[src/rtl/sem_channel_pkg.sv]
// rtl/sem_channel_pkg.sv - shared defaults for the semaphore channel (SEM_CHAN_ERR_EN selects error flags)
`ifndef DATA_WIDTH
`define DATA_WIDTH 1
`endif
`ifndef SEM_PTR_W
`define SEM_PTR_W(d) $clog2(d)
`endif

package sem_channel_pkg;
    localparam int   SEM_DEPTH    = 4;
    localparam logic SEM_FLAG_RST = 1'b0;
endpackage

[src/rtl/sem_fifo_mem.sv]
// rtl/sem_fifo_mem.sv - DEPTH x DATA_WIDTH register array, one write port, one async read port
module sem_fifo_mem #(
    parameter int DATA_WIDTH = 1,
    parameter int DEPTH      = 4,
    parameter int PTR_WIDTH  = 2
) (
    input  logic                  clk,
    input  logic                  we,
    input  logic [PTR_WIDTH-1:0]  waddr,
    input  logic [DATA_WIDTH-1:0] wdata,
    input  logic [PTR_WIDTH-1:0]  raddr,
    output logic [DATA_WIDTH-1:0] rdata
);
    logic [DATA_WIDTH-1:0] mem_q [DEPTH];

    // No reset: contents are only observable through valid slots.
    always_ff @(posedge clk) begin
        if (we) begin
            mem_q[waddr] <= wdata;
        end
    end

    assign rdata = mem_q[raddr];
endmodule

[src/rtl/sem_channel.sv]
// rtl/sem_channel.sv - producer/consumer semaphore FIFO channel; SEM_CHAN_ERR_EN enables sticky overflow/underflow
module sem_channel
    import sem_channel_pkg::*;
#(
    parameter int DATA_WIDTH = `DATA_WIDTH,
    parameter int DEPTH      = SEM_DEPTH,
    parameter int PTR_WIDTH  = `SEM_PTR_W(DEPTH)
) (
    input  logic                  clk,
    input  logic                  rst,
    input  logic [DATA_WIDTH-1:0] prod_data,
    input  logic                  prod_valid,
    output logic                  prod_empty,
    output logic                  prod_full,
    output logic [DATA_WIDTH-1:0] cons_data,
    output logic                  cons_valid,
    input  logic                  cons_read,
    output logic [PTR_WIDTH:0]    count,
    output logic                  overflow,
    output logic                  underflow
);
    localparam logic [PTR_WIDTH:0]   FULL_CNT = (PTR_WIDTH+1)'(DEPTH);
    localparam logic [PTR_WIDTH-1:0] PTR_ONE  = PTR_WIDTH'(1);

    logic [PTR_WIDTH-1:0]  wr_ptr_q, wr_ptr_d;
    logic [PTR_WIDTH-1:0]  rd_ptr_q, rd_ptr_d;
    logic [PTR_WIDTH:0]    count_q, count_d;
    logic [DATA_WIDTH-1:0] mem_rdata;
    logic                  full, push_acc, pop_acc;

    assign full       = (count_q == FULL_CNT);
    assign prod_empty = (count_q == '0);
    assign prod_full  = full;
    assign cons_valid = !prod_empty;
    assign count      = count_q;

    // A pop frees the slot the same cycle, so a full channel still accepts a push.
    assign pop_acc  = cons_read && !prod_empty;
    assign push_acc = prod_valid && (!full || pop_acc);

    always_comb begin
        wr_ptr_d = wr_ptr_q;
        rd_ptr_d = rd_ptr_q;
        count_d  = count_q;
        if (push_acc) begin
            wr_ptr_d = wr_ptr_q + PTR_ONE;
        end
        if (pop_acc) begin
            rd_ptr_d = rd_ptr_q + PTR_ONE;
        end
        case ({push_acc, pop_acc})
            2'b10:   count_d = count_q + 1'b1;
            2'b01:   count_d = count_q - 1'b1;
            default: count_d = count_q;
        endcase
    end

    always_ff @(posedge clk or posedge rst) begin
        if (rst) begin
            wr_ptr_q <= '0;
            rd_ptr_q <= '0;
            count_q  <= '0;
        end else begin
            wr_ptr_q <= wr_ptr_d;
            rd_ptr_q <= rd_ptr_d;
            count_q  <= count_d;
        end
    end

    sem_fifo_mem #(
        .DATA_WIDTH (DATA_WIDTH),
        .DEPTH      (DEPTH),
        .PTR_WIDTH  (PTR_WIDTH)
    ) u_mem (
        .clk   (clk),
        .we    (push_acc),
        .waddr (wr_ptr_q),
        .wdata (prod_data),
        .raddr (rd_ptr_q),
        .rdata (mem_rdata)
    );

    assign cons_data = cons_valid ? mem_rdata : '0;

`ifdef SEM_CHAN_ERR_EN
    logic overflow_q, overflow_d;
    logic underflow_q, underflow_d;

    always_comb begin
        overflow_d  = overflow_q  | (prod_valid && full && !pop_acc);
        underflow_d = underflow_q | (cons_read && prod_empty);
    end

    always_ff @(posedge clk or posedge rst) begin
        if (rst) begin
            overflow_q  <= SEM_FLAG_RST;
            underflow_q <= SEM_FLAG_RST;
        end else begin
            overflow_q  <= overflow_d;
            underflow_q <= underflow_d;
        end
    end

    assign overflow  = overflow_q;
    assign underflow = underflow_q;
`else
    assign overflow  = SEM_FLAG_RST;
    assign underflow = SEM_FLAG_RST;
`endif
endmodule

[config.mk]
export PLATFORM = sky130hd
export DESIGN_NAME = sem_channel
export DESIGN_NICKNAME = d
export VERILOG_FILES = /design/src/rtl/sem_channel_pkg.sv /design/src/rtl/sem_fifo_mem.sv /design/src/rtl/sem_channel.sv
export SDC_FILE = /design/constraint.sdc
export NUM_CORES = 1
export LEC_CHECK = 0
export BUFFER_PORTS_ARGS = -buffer_cell sky130_fd_sc_hd__buf_4
export CAP_MARGIN = 40
export CORE_UTILIZATION = 40
export DETAILED_ROUTE_END_ITERATION = 12
export GPL_TIMING_DRIVEN = 0
export PLACE_DENSITY = 0.64
export REMOVE_ABC_BUFFERS = 1
export SKIP_LAST_GASP = 1
export SLEW_MARGIN = 20
export SYNTH_ARGS = -nofsm -noshare
export SYNTH_HDL_FRONTEND = slang
export SYNTH_SLANG_ARGS = --single-unit
[constraint.sdc]
create_clock -name clk -period 3.02 [get_ports clk]
set_clock_uncertainty 0.2 [all_clocks]
set_input_delay 0 -clock clk [delete_from_list [all_inputs] [get_ports clk]]
set_output_delay 0 -clock clk [all_outputs]
set_load 0.01 [all_outputs]
==> results of run 1 <==
[per-layer routing]
metal	GRT usage, %	vias to the layer above	wire length (µm)
li1	-	237	-
met1	17.3	228	551
met2	18.8	9	460
met3	6.25	0	40
met4	3.75	0	0
met5	0	-	0
[path summary, 6_finish.rpt]
| path | startpoint | endpoint | slack, ps | depth (start not counted) |
|---|---|---|---|---|
| max in group asynchronous | rst | rd_ptr_q[0]$_DFFE_PP0N_ | 2380 | 3 |
| setup reg to reg | count[2]$_DFFE_PP0P_ | count[1]$_DFFE_PP0P_ | 580 | 7 |
| min in group clk | prod_data | u_mem.mem_q[3]$_DFFE_PP_ | 280 | 2 |
| hold / removal | rst | count[2]$_DFFE_PP0P_ | 20 | 3 |
| hold reg to reg | rd_ptr_q[1]$_DFFE_PP0N_ | rd_ptr_q[1]$_DFFE_PP0N_ | 300 | 1 |
| setup / recovery | count[2]$_DFFE_PP0P_ | count[1]$_DFFE_PP0P_ | 580 | 7 |
[report_power, final]
group	leakage (nW)	switching (W)	internal (W)
clock network	0.0150	0.0000457	0.0000510
registers	0.120	0.0000661	0.000217
logic	0.256	0.000166	0.000219
total	0.391	0.000278	0.000487
[registers in the layout (all words and copies together) (netlist names)]
| register | flops |
|---|---|
| rd_ptr_q | 2 |
| wr_ptr_q | 2 |
| count | 3 |
| u_mem.mem_q | 4 |
[kinds of logic after synthesis]
logic type,count (synthesis),share of synthesized area [%]
AOI/OAI and AO/OA,8,9.96
xor gates and xnor gates,5,6.34
adders and majority gates,5,10.1
buffers and inverters,12,7.97
DFF,11,42.8
muxes,2,5.43
other,1,0.543
and+or+nand+nor,19,16.8
[worst min-delay path, cell delays in order]
cell and delay [ps]:
dlygate4sd3_1 540, buf_4 130, inv_1 210
[stage by stage]
stage | instance area [µm²] | hold WS (ps) | util, % | power [W]
after floorplan | 666 | -397 | - | 0.000536
final | 835 | 22.5 | 53.5 | 0.000765
after global placement | 768 | -249 | 49.3 | 0.000662
after CTS | 835 | 21.5 | 53.5 | 0.000774
after detailed placement | 768 | -243 | 49.3 | 0.000668
after global routing | 835 | 34.0 | 53.5 | 0.000828
[layout by cell type (no fill, tap or decap), drive strengths merged]
cell         instances
o21a                 1
o21ai                1
edfxtp               4
nand2b               1
nand3b               1
mux4                 1
o211ai               2
ha                   4
fa                   1
xnor2                3
and3                 1
or2                  1
or3b                 1
and2                 5
clkbuf               4
inv                  7
o21bai               1
dlygate4sd3          4
mux2                 1
xor2                 2
o21ba                1
a22oi                1
conb                 2
nand2                1
o32ai                1
buf                 11
dfrtp                7
nand3                3
nor2                 3
or3                  2
[area by class of cell]
cell class | instances | share of cell area (%)
clock buffers | 4 | 3.15
inverters | 7 | 3.15
multi-input cells | 41 | 41.2
flip-flops and latches | 11 | 35.4
well taps | 16 | 2.40
repair buffers | 15 | 14.7
==> metrics.md, run 1 <==
| Metric | Value |
|---|---|
| Post-CTS setup buffer count | 0 |
| Ys flop type | dfrtp_1 |
| Total congestion overflow | 0 |
| Area leader, netlist | dfrtp_1 |
| H-tree levels | 1 |
| Max Cap Violations | 0 |
| CTS tree | yes |
| DIE HEIGHT | 43.6 µm |
| Post-route insts no fill | 94 |
| Most frequent cells after synthesis | 7 x dfrtp_1, 7 x inv_1, 4 x and2_2, 4 x edfxtp_1, 4 x ha_1 |
| Vias in the first global route | 414 |
| Final setup TNS | 0 ps |
| Clock Pin Slew Worst Setup and Hold Paths | ~70 ps |
| Slew Viols, Final | 0 |
| First-pass GRT wire length | 1780 µm |
| Die ar. | 0.00190 mm² |
| DP HPWL | 758 µm |
| Setup crit end kind | flip-flop |
| Power density over cell area | 917 mW/mm² |
| # setup viols final | 0 |
| Distinct cell type count after synthesis | 31 |
| Top cell type's share of synthesized area | 25.4% |
| Area grow syn2layout | 20.8% |
| DRC viols | 0 |
| Register area | 295 µm² |
| Routed Antenna Nets | 0 |
| Fin nets | 89 |
| Period utilization | about four fifths |
| Outcome | finished, final reports clean |
| Ports | 14 |
| Vias per inst | between 5 and 6 |
| Average size of a mapped cell | 11.0 µm² |
| Routability cong. | 0.749 |
| Achievable frequency | 410 MHz |
| Num CTS Buffers | 3 |
| Critical path, cell by cell | or3_2 -> nand2_1 -> or2_2 -> fa_1 -> o21ba_2 -> o211ai_1 -> a22oi_1 |
| Hold buffer count at CTS | 4 |
| Fin. Hold Viols | 0 |
| Clk root buf | clkbuf_4 |
| Core ar. | 0.00156 mm² |
| Yosys Warn Count | 0 |
| Number of core rows | 14 |
| TritonCTS Sinks | 11 |
| Placed Cells | 86 |
| Max stage delay on crit path | 550 ps |
| Initial antenna violation count | 0 |
| Critical Path AT | 2410 ps |
| Die width | 43.6 µm |
| Gate Count Post-Synth | 63 |
| Synth async-reset ratio | 63.6% |
| Layout cells sized above 1 | 32.1% |
| GRT Total Usage | about 13% |
| Starting Density | 44.3% |
| Vias | 474 |
| Detailed-route wire length per cell | between 10 and 15 µm |
| Crit start category | flip-flop |
| Cts repair resizes | 0 |
| Crit path kind | flip-flop to flip-flop |
| Largest net degree at the start of global routing | 12 |
| Maximum clock path buffer count | 2 |
| Port Buffer Count | 11 |
| Diode count | 0 |
| Syn Std Cell Area | slightly below 700 µm² |
| Filler cells | 138 |
| EDFF count, synth | 4 |
| Peak supply drop | slightly below 0.5 mV |
| PnR worst setup slack | a little under 600 ps |
| Synth area leaders | dfrtp_1 25%, edfxtp_1 17%, ha_1 7.2%, and2_2 4.3%, inv_1 3.8% |
| Worst min path class | primary input to async pin |
| Leakage | around 0.39 nW |
| Drt first pass iters | 4 |
| Drt total wl | 1050 µm |
| Clk Latency, worst-skew pair | 260 ps |
| Sequential share of the synthesized area | 42.8% |
| Initial drt markers | 5 |
| Multi-input logic area | approximately 340 µm² |
| WP buf/inv | 0 |
| Post-synthesis register bit count | 11 |
| Minimum clock period | 2440 ps |
| Cell family with most CP delay | simple AND/OR/NAND/NOR gates |
| Critical Path RT | 2990 ps |
| Worst-path maximum fanout | 7 |
| CP max stage cell | or3_2 |
| Place WS | 594 ps |
| RSZ-0062 raised after global routing | false |
Note: power is estimated with default switching activity, not from simulation.
==> inputs of run 2 (changes only) <==
Settings changed: PLACE_DENSITY 0.64 to 0.67.
Clock period 3.02 ns to 2.2 ns, I/O delays scaled along.
==> run 2 against run 1 <==
  * Register-to-register slack got worse by 570 ps
  * Critical path depth stayed put
  * Total power increased by 56%
  * Setup slack got worse by 570 ps
  * Via count grew 4.2%
  * Fmax up 12%
  * Count of clock-buffer cells in the layout is the same
  * Non-clock buffer count grew 6
==> metrics.md, run 2 (synthesis gave the netlist of run 1 again) <==
| Metric | Value |
|---|---|
| Reg2Reg Setup Slack | 10 ps |
| Critical path, cell by cell | or3_4 -> nand2_2 -> or2_2 -> fa_1 -> o21ba_4 -> o211ai_1 -> a22oi_1 |
| Largest register FFs | 4 |
| Top reg by flops | u_mem.mem_q |
| Most used routing layer | met2 |
| Clock Pin Slew Worst Setup and Hold Paths | 70 ps |
| Period utilization | 99.4% |
| Minimum clock period | approximately 2200 ps |
| Total congestion overflow | 0 |
| Max stage delay on crit path | between 400 and 500 ps |
| Largest net degree at the start of global routing | 12 |
| Power density over cell area | 1330 mW/mm² |
| Initial drt markers | 11 |
| First-pass GRT wire length | 1970 µm |
| Achievable frequency | 457 MHz |
| Area grow syn2layout | 29.7% |
| CP max stage cell | fa_1 |
| Maximum clock path buffer count | 2 |
| GR Util met1 | 20.1% |
| Place WS | -228 ps |
| Die width | 43.6 µm |
| Num CTS Buffers | 3 |
| Vias in the first global route | 449 |
| DP HPWL | 818 µm |
| Drt total wl | 1210 µm |
| Outcome | finished, final reports clean |
| # setup viols final | 0 |
| DIE HEIGHT | 43.6 µm |
| Final setup TNS | 0 ps |
| Sw Share | between 30% and 40% |
| PnR worst setup slack | 13.6 ps |
| Final Util | 57.5% |
| Clock share of power | about 11% |
| Slew Viols, Final | 0 |
| Worst min path class | primary input to async pin |
| Routed Antenna Nets | 0 |
| Fin nets | 95 |
| Core ar. | 0.00156 mm² |
| Worst Reg-to-Reg Cells | 7 |
| WP buf/inv | 0 |
| Fin. Hold Viols | 0 |
| Critical Path AT | between 2000 and 2500 ps |
| Vias | 494 |
| Pint | 0.000779 W |
| Max Cap Violations | 0 |
| Met3 usage | 6.67% |
| Placed Cells | 86 |
| Initial antenna violation count | 0 |
| GRT Total Usage | 14.2% |
| Port Buffer Count | 11 |
| Crit start category | flip-flop |
| Clk root buf | clkbuf_4 |
| Die ar. | about 0.0019 mm² |
| Filler cells | around 140 |
| Ports | 14 |
| Crit path kind | flip-flop to flip-flop |
| NetSw | ~0.00042 W |
| Layout cells sized above 1 | 41.7% |
| Number of core rows | 14 |
| Critical Path RT | 2180 ps |
| Starting Density | roughly 44% |
| CTS tree | yes |
| Diode count | 0 |
| Drt first pass iters | 4 |
| H-tree levels | 1 |
| Routability cong. | around 0.74 |
| Clk Latency, worst-skew pair | around 260 ps |
| Most common cell after layout, fill and taps aside | buf_4 |
| Cell family with most CP delay | simple AND/OR/NAND/NOR gates |
| Detailed-route wire length per cell | 12.1 µm |
| Gate power share | 58.9% |
| DRC viols | 0 |
| R2r endpoint | count[1]$_DFFE_PP0P_ |
| Vias per inst | 4.94 |
| Met2 usage in global routing | about 20% |
| Commonest cells after routing, fill and taps aside | 17 x buf_4, 7 x inv_1 |
| Peak supply drop | 0.775 mV |
| Flop pwr share | 29.9% |
| Setup crit end kind | flip-flop |
| Reg-to-Reg Start | count[0]$_DFFE_PP0P_ |
| Worst-path maximum fanout | 2 |
| Post-route insts no fill | 100 |
| TritonCTS Sinks | 11 |
| Leakage | 0.420 nW |
## run 2: cell types whose count changed in the layout (fill, tap and decap cells not counted)
cell     change
nand2_1      -1
dfrtp_2      +3
buf_4        +6
o21ba_4      +1
o21ba_2      -1
or3_2        -1
dfrtp_1      -3
or3_4        +1
nand2_2      +1
## run 2: cell type report
class	instances	area, µm²	share of cell area (%)
timing repair buffer	21	168	18.7
tap	16	20.0	2.23
inverter	7	26.3	2.93
clock buffer	4	26.3	2.93
sequential	11	299	33.4
multi-input combinational	41	357	39.8
## run 2: power by group through the flow
stage	clock network [W]	registers [W]	logic [W]
CTS	0.000140	0.000358	0.000638
finish	0.000134	0.000358	0.000704
global placement	0	0.000391	0.000516
floorplan	0	0.000383	0.000353
global route	0.000154	0.000366	0.000766
detailed placement	0	0.000391	0.000529
## run 2: repair_timing
action,CTS,global route
pin swaps,1,4
gates resized for setup,5,1
hold endpoints to repair,17,0
hold buffers,4,0
setup endpoints to repair,2,1
buffers inserted,4,2
cloned,0,0
## run 2: how the worst max path moves through the flow
stage	cells past startpoint	to	start	slack (ps)
after floorplan	7	count[1]$_DFFE_PP0P_	count[2]$_DFFE_PP0P_	-190
after global placement	7	count[1]$_DFFE_PP0P_	count[2]$_DFFE_PP0P_	-210
after detailed placement	7	count[1]$_DFFE_PP0P_	count[2]$_DFFE_PP0P_	-230
after CTS	7	count[1]$_DFFE_PP0P_	count[1]$_DFFE_PP0P_	10
after global routing	7	count[1]$_DFFE_PP0P_	count[0]$_DFFE_PP0P_	-40
final	7	count[1]$_DFFE_PP0P_	count[0]$_DFFE_PP0P_	10
## run 2: worst reg2reg max path, cell delays in order (launching register included)
cell      delay, ps
dfrtp_2         400
or3_4           390
nand2_2          70
or2_2           110
fa_1            450
o21ba_4         240
o211ai_1         80
a22oi_1         170
## run 2: through the flow
| stage | instance area [µm²] | power [W] | hold slack [ps] |
|---|---|---|---|
| after floorplan | 666 | 0.000736 | -397 |
| after CTS | 875 | 0.00114 | 19.6 |
| final | 896 | 0.00120 | 18.5 |
| after detailed placement | 768 | 0.000920 | -244 |
| after global placement | 768 | 0.000907 | -251 |
| after global routing | 896 | 0.00129 | 54.6 |
## run 2: layer usage
metal | up-vias | share of wire, %
met2 | 18 | 45
li1 | 247 | -
met1 | 229 | 49
met4 | 0 | 0
met5 | - | 0
met3 | 0 | 5.4
